--- config.mk ---
export PLATFORM = sky130hd
export DESIGN_NAME = mac8x8
export DESIGN_NICKNAME = d
export VERILOG_FILES = /design/src/rtl/mac8x8_pkg.sv /design/src/rtl/mac8x8_mult.sv /design/src/rtl/mac8x8.sv
export SDC_FILE = /design/constraint.sdc
export NUM_CORES = 1
export LEC_CHECK = 0
export ABC_AREA = 1
export CAP_MARGIN = 25
export CORE_ASPECT_RATIO = 1.2
export CORE_MARGIN = 2
export CORE_UTILIZATION = 24
export CTS_CLUSTER_DIAMETER = 30
export DETAILED_ROUTE_END_ITERATION = 8
export MAX_ROUTING_LAYER = met4
export PLACE_DENSITY_LB_ADDON = 0.2
export SYNTH_ARGS = -nofsm -noshare
export SYNTH_HDL_FRONTEND = slang
export SYNTH_SLANG_ARGS = --single-unit
--- constraint.sdc ---
create_clock -name clk -period 1.4 [get_ports clk]
set_input_delay 0.14 -clock clk [delete_from_list [all_inputs] [get_ports clk]]
set_output_delay 0.14 -clock clk [all_outputs]
set_load 0.005 [all_outputs]
--- src/rtl/mac8x8_pkg.sv ---
// Shared widths and constants for the mac8x8 multiply-accumulate slice.
// The MAC8X8_SATURATE_EN build option is handled in mac8x8.sv.
package mac8x8_pkg;

  localparam int DSIZE_DEF = 8;
  localparam int OSIZE_DEF = 16;
  localparam int ACC_W     = OSIZE_DEF + 1;

  // All-ones accumulator value, used as the saturation ceiling
  localparam logic [ACC_W-1:0] ACC_MAX = '1;

endpackage

--- src/rtl/mac8x8_mult.sv ---
// Registered unsigned multiplier: prod is x*y captured on each rising edge,
// cleared asynchronously while rst is low.
module mac8x8_mult
  import mac8x8_pkg::*;
#(
  parameter int DSIZE = DSIZE_DEF,
  parameter int OSIZE = OSIZE_DEF
) (
  input  logic             clk,
  input  logic             rst,
  input  logic [DSIZE-1:0] x,
  input  logic [DSIZE-1:0] y,
  output logic [OSIZE-1:0] prod
);

  logic [OSIZE-1:0] full_prod;

  // Operands are widened before the multiply so no product bits are lost
  assign full_prod = OSIZE'(x) * OSIZE'(y);

  always_ff @(posedge clk or negedge rst) begin
    if (!rst) begin
      prod <= '0;
    end else begin
      prod <= full_prod;
    end
  end

endmodule

--- src/rtl/mac8x8.sv ---
// Pipelined unsigned multiply-accumulate: product register feeds an OSIZE+1 bit
// accumulator. Define MAC8X8_SATURATE_EN to clamp at all ones instead of wrapping.
module mac8x8
  import mac8x8_pkg::*;
#(
  parameter int DSIZE = DSIZE_DEF,
  parameter int OSIZE = OSIZE_DEF
) (
  input  logic             clk,
  input  logic             rst,
  input  logic [DSIZE-1:0] x,
  input  logic [DSIZE-1:0] y,
  output logic [OSIZE:0]   dataout
);

  logic [OSIZE-1:0] prod_q;
  logic [OSIZE:0]   acc_q;
  logic [OSIZE:0]   acc_next;

  mac8x8_mult #(
    .DSIZE (DSIZE),
    .OSIZE (OSIZE)
  ) u_mult (
    .clk  (clk),
    .rst  (rst),
    .x    (x),
    .y    (y),
    .prod (prod_q)
  );

`ifdef MAC8X8_SATURATE_EN
  logic [OSIZE+1:0] sum;

  // One extra bit catches the carry; any carry means the true sum exceeds all ones
  always_comb begin
    sum      = {1'b0, acc_q} + {2'b00, prod_q};
    acc_next = acc_q;
    if (sum[OSIZE+1]) begin
      acc_next = '1;
    end else begin
      acc_next = sum[OSIZE:0];
    end
  end
`else
  always_comb begin
    acc_next = acc_q + {1'b0, prod_q};
  end
`endif

  always_ff @(posedge clk or negedge rst) begin
    if (!rst) begin
      acc_q <= '0;
    end else begin
      acc_q <= acc_next;
    end
  end

  assign dataout = acc_q;

endmodule

==> Flow_metrics.wiki, run 1 <==
{| class="wikitable"
! Metric !! Value
|-
| Initial antenna violation count || 0
|-
| Critical-path cell list || buf_8 > buf_6 > nand2_2 > inv_2 > fa_1 > fa_1 > fa_1 > inv_1 > fa_1 > inv_2 > ha_4 > nand2_4 > nor2_2 > nand3_1 > nand4_1 > nand2_1
|-
| Num rows || 52
|-
| Switching component of the power || 6.61 mW
|-
| Post-route worst hold slack || 0.228 ns
|-
| Cell at the root of the clock tree || clkbuf_16
|-
| Worst reg2reg setup slack || -0.24 ns
|-
| Final Wtd Congestion || 0.822
|-
| Number of buffers between clock root and the deepest sink || 2
|-
| Worst Path Required || 1.57 ns
|-
| Pin count of the biggest net entering global routing || 34
|-
| Fin nets || 798
|-
| Number of diodes || 0
|-
| Clock share of power || 0.092
|-
| Placeable Area || 0.0169 mm²
|-
| Layout-stage area growth over the synthesis result || 54.2%
|-
| Register bit total from synthesis || 33
|-
| Remaining antenna violation count after routing || 0
|-
| Biggest area contributors in the synthesized netlist || dfrtp_1, fa_1, nand2_1, ha_1, inv_1
|-
| Data arrival time at the worst-slack endpoint || 3.30 ns
|-
| Number of nets produced by synthesis || 697
|-
| Delay contributed by the slowest stage of the critical path || 0.50 ns
|-
| Cells after Synth || 590
|-
| Share of cells above drive strength 1 || 0.426
|-
| Insertion delay to the later sink of the worst-skew pair || 0.28 ns
|-
| Gr usage total || 0.117
|-
| Max-capacitance violation count || 0
|-
| Library cell with the largest summed area after synthesis || dfrtp_1
|-
| Inserted Clock Buffers || 5
|-
| DRC errors left || 0
|-
| Static Leak || 3.57 nW
|-
| Congestion Overflow GR || 0
|-
| Worst-case clock skew || 0.00403 ns
|-
| Transition time at the pin with the least slew margin || 0.271 ns
|-
| Width of the chip || 124 µm
|-
| Hold-fix buffer count after cts || 0
|-
| Average size of a mapped cell || 7.07 µm²
|-
| Smallest setup slack after layout || -1.73 ns
|-
| Worst Setup End Kind || flip-flop
|-
| Synthesis warning total || 0
|-
| Async S/R FF share, synth || 1.00
|-
| I/O pin count || 35
|-
| Vias in the first global route || 4,039
|-
| Cell Area, Synth || 0.00417 mm²
|-
| Final total power || 14.4 mW
|-
| Crit path time final || 3.13 ns
|-
| Final Hold Viols || 0
|-
| Sequential area share after synthesis || 0.198
|-
| Critical path launch point type || primary input
|-
| Total wire length || 10.1 mm
|-
| Combinational share of power || 0.776
|-
| Final setup viols || 22
|-
| Post-synthesis share of cell area spent on xor and xnor gates || 0.0315
|-
| Die Ht || 148 µm
|-
| Most frequently used flop master after synthesis || dfrtp_1
|-
| Most frequent cells after synthesis || nand2_1, inv_1, ha_1
|-
| Normalized max-slew margin || 0.818
|-
| Startpoint of the worst-slack reg-to-reg timing path || dataout[0]$_DFF_PN0_
|-
| Post-synth EDFFs || 0
|-
| Run status || finished with violations
|-
| Cell-internal power || 7.76 mW
|-
| Power Density || 2230 mW/mm²
|-
| Final core utilization || 0.380
|-
| Critical Path Source || x[3]
|-
| H-Tree Depth || 2
|-
| Maximum operating frequency || 319 MHz
|-
| Aggregate negative setup slack || -20.02 ns
|-
| HPWL after detailed placement || 8.17 mm
|-
| Total Die Area || 0.0185 mm²
|-
| Count leader, synth || nand2_1
|-
| Overall via count from detail_route || 3,697
|-
| Clock Pin Slew Worst Setup and Hold Paths || 0.06 ns
|-
| Number of DRC violations after detailed-routing iteration 0 || 102
|-
| Number of distinct library cells after synthesis || 21
|-
| Port buffer count || 34
|-
| Worst-path fanout max || 5
|-
| Crit path top cell by count || fa_1
|-
| Starting utilization of the core area || 0.247
|-
| Switch share || 0.460
|-
| Hold crit path type || primary input to asynchronous set/reset pin
|-
| Final Slew Violations || 0
|-
| Simple logic cell fraction of the synthesized area || 0.248
|-
| Largest family of logic cells by synthesized area || adder cells
|-
| Number of search-and-repair iterations in the first detailed-routing pass || 4
|-
| Unrepaired setup endpoints after global routing || true
|-
| Routed length per placed instance || 11.1 µm
|-
| Power share of the sequential group || 0.133
|-
| Compound-gate portion of the synthesized area || 0.0264
|-
| Worst Setup Path Type || primary input to flip-flop
|-
| # clock sinks || 33
|-
| Via-per-instance ratio || 4.07
|-
| Period Utilization, post-route || 2.24
|-
| Fraction of synthesized cell area taken by the top area cell type || 0.198
|-
| Number of cells on the worst reg-to-reg path || 12
|-
| Failing checks || negative setup slack
|-
| Worst IR drop on VDD || 0.000687 V
|-
| Multiplexer area fraction after synthesis || 0
|-
| Post-synthesis share of cell area spent on full adders, half adders and majority gates || 0.334
|-
| CTS tree || done
|-
| Wire length of the first global-routing pass || 17.6 mm
|-
| Crit path max-delay cell type || fa_1
|}
==> path summary, 6_finish.rpt <==
kind                                              to
max reg2reg                    dataout[12]$_DFF_PN0_
min                             dataout[8]$_DFF_PN0_
min in group clk            u_mult.prod[0]$_DFF_PN0_
max                        u_mult.prod[15]$_DFF_PN0_
min reg2reg                     dataout[0]$_DFF_PN0_
max in group asynchronous      dataout[15]$_DFF_PN0_
==> cell families after synthesis <==
group / Yosys count
AOI/OAI and AO/OA: 21
and+or+nand+nor: 252
buffers and inverters: 180
xor gates and xnor gates: 15
DFF: 33
adders and majority gates: 89
==> flip-flops by register name, indices dropped and copies added, names as in the netlist <==
| signal | flops |
|---|---|
| dataout | 17 |
| u_mult.prod | 16 |
==> through the flow <==
stage               cells  area [µm²]  setup WS [ns]
floorplan             590        4530          -1.84
global placement      890        5430          -2.56
detailed placement    890        5430          -2.60
CTS                   904        6180          -1.75
global route          908        6430          -1.85
finish                908        6430          -1.73
==> critical path: cells and delay by family <==
kind                     cells  cell delay, ns
adder cells (fa/ha/maj)      5            2.25
buffers and inverters        5            0.35
AND/OR/NAND/NOR              6            0.56
==> layer usage <==
metal  vias to the layer above  global-route usage  wire, µm
met4                         0              0.0303       121
met1                      1731               0.127      4280
li1                       1915                   -         -
met5                         -                   -         0
met3                         9              0.0144       207
met2                        42               0.226      5480
==> power by group through the flow <==
stage	combinational, mW	sequential, mW	clock, mW
6_report	11.1	1.91	1.32
5_1_grt	12.4	1.96	1.39
3_3_place_gp	8.60	1.76	0
3_5_place_dp	8.70	1.78	0
2_1_floorplan	5.74	1.72	0
4_1_cts	10.3	1.91	1.35
==> placed cells by master, fill, tap and decap left out, types with 2 or more instances in the layout <==
cell / synthesis / final
inv_1: 158 / 127
nand2_1: 189 / 122
buf_4: 0 / 65
nand2_2: 7 / 56
inv_2: 6 / 37
dfrtp_1: 33 / 33
fa_1: 37 / 31
ha_4: 0 / 28
buf_6: 0 / 24
ha_1: 52 / 23
nand2_4: 0 / 18
nor2_1: 22 / 14
nand3_1: 23 / 9
nand3_2: 0 / 8
a21oi_2: 0 / 8
xor2_1: 8 / 7
nand3_4: 0 / 6
fa_2: 0 / 6
clkdlybuf4s50_1: 0 / 6
a21oi_1: 17 / 5
nor2_4: 0 / 5
xnor2_1: 7 / 5
clkbuf_16: 0 / 5
buf_8: 0 / 5
a21oi_4: 0 / 4
nand4_1: 4 / 4
nor3_2: 4 / 4
buf_2: 0 / 4
nor2_2: 0 / 3
xnor2_2: 0 / 2
dlymetal6s2s_1: 0 / 2
dlygate4sd2_1: 0 / 2
==> layout make-up <==
type	count	area, µm²
Clock buffer	6	139
Multi-Input combinational cell	377	3550
Timing Repair Buffer	110	986
Inverter	164	616
Fill cell	1775	10500
Sequential cell	33	826
Tap cell	216	270
Clock inverter	2	37.5
==> timing repair <==
item / 4_1_cts / 5_1_grt
pin swaps: 81 / 65
endpoints found under the setup margin: 29 / 27
setup buffers: 6 / 5
gates cloned: 0 / 0
gates resized for setup: 224 / 59
(Power assumes the default switching activity.)
==> run 2, diff against run 1 <==
CTS_CLUSTER_SIZE = 8   (was not set)
==> results of run 2 <==
Final layout, timing and power as in run 1 (identical DEF).
==> run 3, diff against run 2 <==
SLEW_MARGIN = 20   (was not set)
==> results of run 3 <==
Final layout, timing and power as in run 1 (identical DEF).
==> RTL change 1: new RTL, settings of run 2 <==
Reset style: synchronous (`rst`), changed in 2 clocked blocks. Comments in the files are not updated.
--- a/src/rtl/mac8x8_mult.sv
+++ b/src/rtl/mac8x8_mult.sv
@@ -18,7 +18,7 @@
   // Operands are widened before the multiply so no product bits are lost
   assign full_prod = OSIZE'(x) * OSIZE'(y);
 
-  always_ff @(posedge clk or negedge rst) begin
+  always_ff @(posedge clk) begin
     if (!rst) begin
       prod <= '0;
     end else begin
--- a/src/rtl/mac8x8.sv
+++ b/src/rtl/mac8x8.sv
@@ -47,7 +47,7 @@
   end
 `endif
 
-  always_ff @(posedge clk or negedge rst) begin
+  always_ff @(posedge clk) begin
     if (!rst) begin
       acc_q <= '0;
     end else begin
Formal check against the unedited RTL: differs if rst is asserted again (counterexample within 4 cycles, from zero or initial values and one cycle with rst low); with rst held inactive, the same outputs for 10 cycles.
==> RTL change 1 against run 2 <==
The run still ends with negative setup slack left. Routed wire length barely moved. Via count rose by 3.6%. Combinational power fell by 38%. Worst hold slack improved by 0.068 ns. Synthesized cell count rose by 8.5%. Sequential cell count did not move. Power fell by 32%. Cell area fell by 4.1%. Register-to-register slack improved by 0.02 ns. Setup slack got worse by 0.095 ns. Non-clock buffer count fell by 4. Critical path depth rose by 5. Die area fell by 0.64%. Area after synthesis fell by 0.66%. Largest cell class unchanged.
==> RTL change 1: results (changes against run 2) <==
{
  "worstSkewPairLatency": {"value": 0.28, "unit": "ns", "change": "about the same"},
  "vdd.ir_drop.worst": {"value": 0.627, "unit": "mV", "change": "-8.9%"},
  "cts_buffers": {"value": 5, "change": "unchanged"},
  "detail_route.wl_per_cell": {"value": 10.6, "unit": "microns", "change": "-4.6%"},
  "rrSetupSlack": {"value": -0.22, "unit": "ns", "change": "+0.02 ns"},
  "syn_nets": {"value": 747, "change": "+7.2%"},
  "drt_iter0_markers": {"value": 83, "change": "-19%"},
  "largest_register_ffs": {"value": 17, "change": "unchanged"},
  "tightest_slew": {"value": 0.254, "unit": "ns", "change": "-0.0163 ns"},
  "holdCritPathClass": {"value": "in2reg"},
  "routabilityCongestion": {"value": 0.806, "change": "-1.9%"},
  "detailedPlacementHpwl": {"value": 8260, "unit": "microns", "change": "+1.2%"},
  "timing.clock.skew": {"value": 0.00303, "unit": "ns", "change": "-0.00101 ns"},
  "via_per_inst": {"value": 4.03, "change": "-1.1%"},
  "failing_checks": {"value": "negative setup slack"},
  "htree_levels": {"value": 2, "change": "unchanged"},
  "setup_slack": {"value": -1.83, "unit": "ns", "change": "-0.0953 ns"},
  "root_buffer": {"value": "sky130_fd_sc_hd__clkbuf_16"},
  "dpl_worst_slack": {"value": -2.61, "unit": "ns", "change": "-0.00374 ns"},
  "setup-violations-final": {"value": 20, "change": "-9.1%"},
  "synth-warning-count": {"value": 0, "change": "unchanged"},
  "maximum_number_of_pins_on_one_net_before_global_route_repair": {"value": 28, "change": "-18%"},
  "logic_power_comb": {"value": 0.00685, "unit": "W", "change": "-38%"},
  "post_route_cells_drive_above_1_share": {"value": 36.1, "unit": "%", "change": "-6.6 points"},
  "cellInternalPower": {"value": 0.00544, "unit": "W", "change": "-30%"},
  "finalHoldWorstSlack": {"value": 0.296, "unit": "ns", "change": "+0.0680 ns"},
  "synth_ff_type": {"value": "sky130_fd_sc_hd__dfxtp_1"},
  "run_status": {"value": "finished, violations left"},
  "grt_pass1_wl": {"value": 17900, "unit": "microns", "change": "+1.2%"},
  "diodes": {"value": 0, "change": "unchanged"},
  "p_leak": {"value": 3.49, "unit": "nW", "change": "-2.2%"},
  "first_global_vias": {"value": 3907, "change": "-3.3%"},
  "pwr.group.sequential": {"value": 0.00155, "unit": "W", "change": "-19%"},
  "cp_max_fo": {"value": 4, "change": "-1"},
  "synth_seq_area_share": {"value": 15.9, "unit": "%", "change": "-3.9 points"},
  "netlist_top_cells_area": {"value": "sky130_fd_sc_hd__nand2_1, sky130_fd_sc_hd__fa_1, sky130_fd_sc_hd__dfxtp_1"},
  "total_nets_final": {"value": 841, "change": "+5.4%"},
  "synth_cell_type_count": {"value": 23, "change": "+9.5%"},
  "ys_async_sr_fraction": {"value": 0, "unit": "%", "change": "-100 points"},
  "track_usage": {"value": 12.3, "unit": "%", "change": "+0.61 points"},
  "synth_common_cells": {"value": "sky130_fd_sc_hd__nand2_1, sky130_fd_sc_hd__inv_1, sky130_fd_sc_hd__ha_1"},
  "timing.critical_path.arrival": {"value": 3.40, "unit": "ns", "change": "+0.10 ns"}
}
[RTL change 1: kinds of logic after synthesis]
logic type      after synthesis  share of synthesized area, %
fa+ha+maj                    89                          33.6
xor+xnor                      2                         0.423
buf+inv                     195                          17.9
simple gates                278                          26.7
flops                        33                          15.9
compound gates               43                          5.47
[RTL change 1: final timing paths]
| check | from | cells past startpoint | to |
|---|---|---|---|
| worst min register to register | dataout[16]$_SDFF_PN0_ | 3 | dataout[16]$_SDFF_PN0_ |
| worst max-delay path | x[3] | 21 | u_mult.prod[14]$_SDFF_PN0_ |
| worst min-delay path | y[0] | 4 | u_mult.prod[0]$_SDFF_PN0_ |
| worst max register to register | dataout[0]$_SDFF_PN0_ | 13 | dataout[10]$_SDFF_PN0_ |
[RTL change 1: area by class of cell]
type	count	area, sq um
Inverter	176	661
Clock buffer	6	139
Fill cell	1830	10800
Multi-Input combinational cell	412	3430
Tap cell	216	270
Clock inverter	2	37.5
Sequential cell	33	678
Timing Repair Buffer	106	948
[RTL change 1: worst max-delay path, stage by stage]
cell and delay, ns:
sky130_fd_sc_hd__buf_8 0.11, sky130_fd_sc_hd__buf_6 0.11, sky130_fd_sc_hd__nand2_2 0.06, sky130_fd_sc_hd__inv_2 0.04
sky130_fd_sc_hd__fa_1 0.54, sky130_fd_sc_hd__fa_1 0.44, sky130_fd_sc_hd__fa_1 0.49, sky130_fd_sc_hd__inv_1 0.05
sky130_fd_sc_hd__fa_1 0.49, sky130_fd_sc_hd__inv_2 0.04, sky130_fd_sc_hd__ha_4 0.30, sky130_fd_sc_hd__nand2_1 0.06
sky130_fd_sc_hd__nand2_1 0.07, sky130_fd_sc_hd__inv_2 0.05, sky130_fd_sc_hd__buf_4 0.13, sky130_fd_sc_hd__nand2_4 0.06
sky130_fd_sc_hd__nand2_2 0.05, sky130_fd_sc_hd__nand3_2 0.06, sky130_fd_sc_hd__nand2_1 0.05, sky130_fd_sc_hd__nand2_1 0.05
sky130_fd_sc_hd__nor2_1 0.04
[RTL change 1: through the flow]
stage	util [%]	cell area, sq um	TNS [ns]	cells	total power (W)
detailed placement	31.3	5290	-33.02	933	0.00706
global placement	31.3	5290	-32.80	933	0.00706
CTS	35.2	5960	-20.99	948	0.00940
finish	36.4	6160	-20.55	951	0.00972
global route	36.4	6160	-23.33	951	0.0107
floorplan	-	4450	-21.29	640	0.00515
[RTL change 1: what timing repair did]
action / in CTS / in global routing
setup endpoints to repair: 27 / 28
pin swaps: 62 / 43
resized for setup: 199 / 59
hold buffers: 0 / 0
buffers inserted: 7 / 3
[RTL change 1: layer usage]
layer / up-vias / GRT usage, % / part of all wire [%]
met2: 27 / 22.7 / 53
met5: - / - / 0
met4: 0 / 2.53 / 0.96
li1: 2050 / - / -
met3: 8 / 1.08 / 1.5
met1: 1744 / 14.4 / 45
==> RTL change 2: new RTL, settings of run 2 <==
Made on the original files. The option `MAC8X8_SATURATE_EN` is turned on by a define.
--- a/src/rtl/mac8x8.sv
+++ b/src/rtl/mac8x8.sv
@@ -1,5 +1,7 @@
 // Pipelined unsigned multiply-accumulate: product register feeds an OSIZE+1 bit
 // accumulator. Define MAC8X8_SATURATE_EN to clamp at all ones instead of wrapping.
+`define MAC8X8_SATURATE_EN
+
 module mac8x8
   import mac8x8_pkg::*;
 #(
Formal check against the unedited RTL: not equivalent (a bounded check fails within 10 cycles, from zero or initial values and one cycle with rst low).
==> RTL change 2 against run 2 <==
Highest routed layer unchanged. Cell area grew 7.5%. Area after synthesis grew 2.6%. Sequential cell count is the same. Power rose by 18%. Routed wire length up 14%. Critical path depth grew 1. Setup slack got worse by 0.020 ns. Maximum frequency down 0.64%. The run still ends with negative setup slack left.
==> RTL change 2: results (changes against run 2) <==
{
  "run_status": {"value": "finished, violations left"},
  "failing_checks": {"value": "negative setup slack"},
  "grtUsageMet2": {"value": 24.7, "unit": "%", "change": "+2.1 points"},
  "multi_input_area": {"value": 3600, "unit": "sq um", "change": "+1.4%"},
  "synth_seq_area_share": {"value": 19.3, "unit": "%", "change": "-0.51 points"},
  "setup-violations-final": {"value": 30, "change": "+36%"},
  "detailedPlacementHpwl": {"value": 9250, "unit": "microns", "change": "+13%"},
  "final.signal_inverter_count": {"value": 163, "change": "-0.61%"},
  "p_leak": {"value": 3.86, "unit": "nW", "change": "+8.0%"},
  "area.share.sequential": {"value": 12.0, "unit": "%", "change": "-0.88 points"},
  "grt_pass1_wl": {"value": 19500, "unit": "microns", "change": "+11%"},
  "regToRegStartpoint": {"value": "u_mult.prod[6]$_DFF_PN0_"},
  "num_vias": {"value": 4044, "change": "+9.4%"},
  "synth_cell_type_count": {"value": 30, "change": "+43%"},
  "setup_slack": {"value": -1.75, "unit": "ns", "change": "-0.0201 ns"},
  "non_clock_buffer_count_in_the_final_layout": {"value": 157, "change": "+43%"},
  "cts-resized-gates": {"value": 185, "change": "-17%"},
  "rrSetupSlack": {"value": -0.36, "unit": "ns", "change": "-0.12 ns"},
  "synth_fa_ha_area_share": {"value": 32.5, "unit": "%", "change": "-0.86 points"},
  "global_route.usage.met3": {"value": 1.60, "unit": "%", "change": "+0.16 points"},
  "multi_input_gates": {"value": 392, "change": "+4.0%"},
  "timing.critical_path.arrival": {"value": 3.33, "unit": "ns", "change": "+0.03 ns"},
  "slowest_delay": {"value": 0.57, "unit": "ns", "change": "+0.07 ns"},
  "dpl_worst_slack": {"value": -2.58, "unit": "ns", "change": "+0.0256 ns"},
  "netlist_top_cells_area": {"value": "sky130_fd_sc_hd__dfrtp_1, sky130_fd_sc_hd__fa_1, sky130_fd_sc_hd__nand2_1"},
  "vdd.ir_drop.worst": {"value": 0.966, "unit": "mV", "change": "+40%"},
  "buffer_area_share": {"value": 20.5, "unit": "%", "change": "+5.1 points"},
  "wl_met1": {"value": 4730, "unit": "microns", "change": "+11%"},
  "tightest_slew": {"value": 0.260, "unit": "ns", "change": "-0.0110 ns"}
}
[RTL change 2: metrics by stage]
| step | hold slack, ns | util (%) | std cells | instance area, sq um |
|---|---|---|---|---|
| 5_1_grt | 0.255 | 39.5 | 973 | 6910 |
| 4_1_cts | 0.235 | 37.3 | 960 | 6530 |
| 2_1_floorplan | -0.156 | - | 605 | 4760 |
| 3_3_place_gp | 0.538 | 33.2 | 929 | 5810 |
| 3_5_place_dp | 0.539 | 33.2 | 929 | 5810 |
| 6_report | 0.231 | 39.5 | 973 | 6910 |
[RTL change 2: kinds of logic (layout without fill, tap and decap cells)]
group,after synthesis,count (layout)
xor gates and xnor gates,13,13
AOI/OAI and AO/OA,32,32
adders and majority gates,89,89
buffers and inverters,180,328
DFF,33,33
and+or+nand+nor,258,258
[RTL change 2: power by group]
group / internal [W] / switching, W / leakage (nW) / total, W
sequential: 0.00149 / 0.000458 / 0.387 / 0.00195
clock: 0.000888 / 0.000430 / 0.0831 / 0.00132
combinational: 0.00709 / 0.00656 / 3.39 / 0.0137
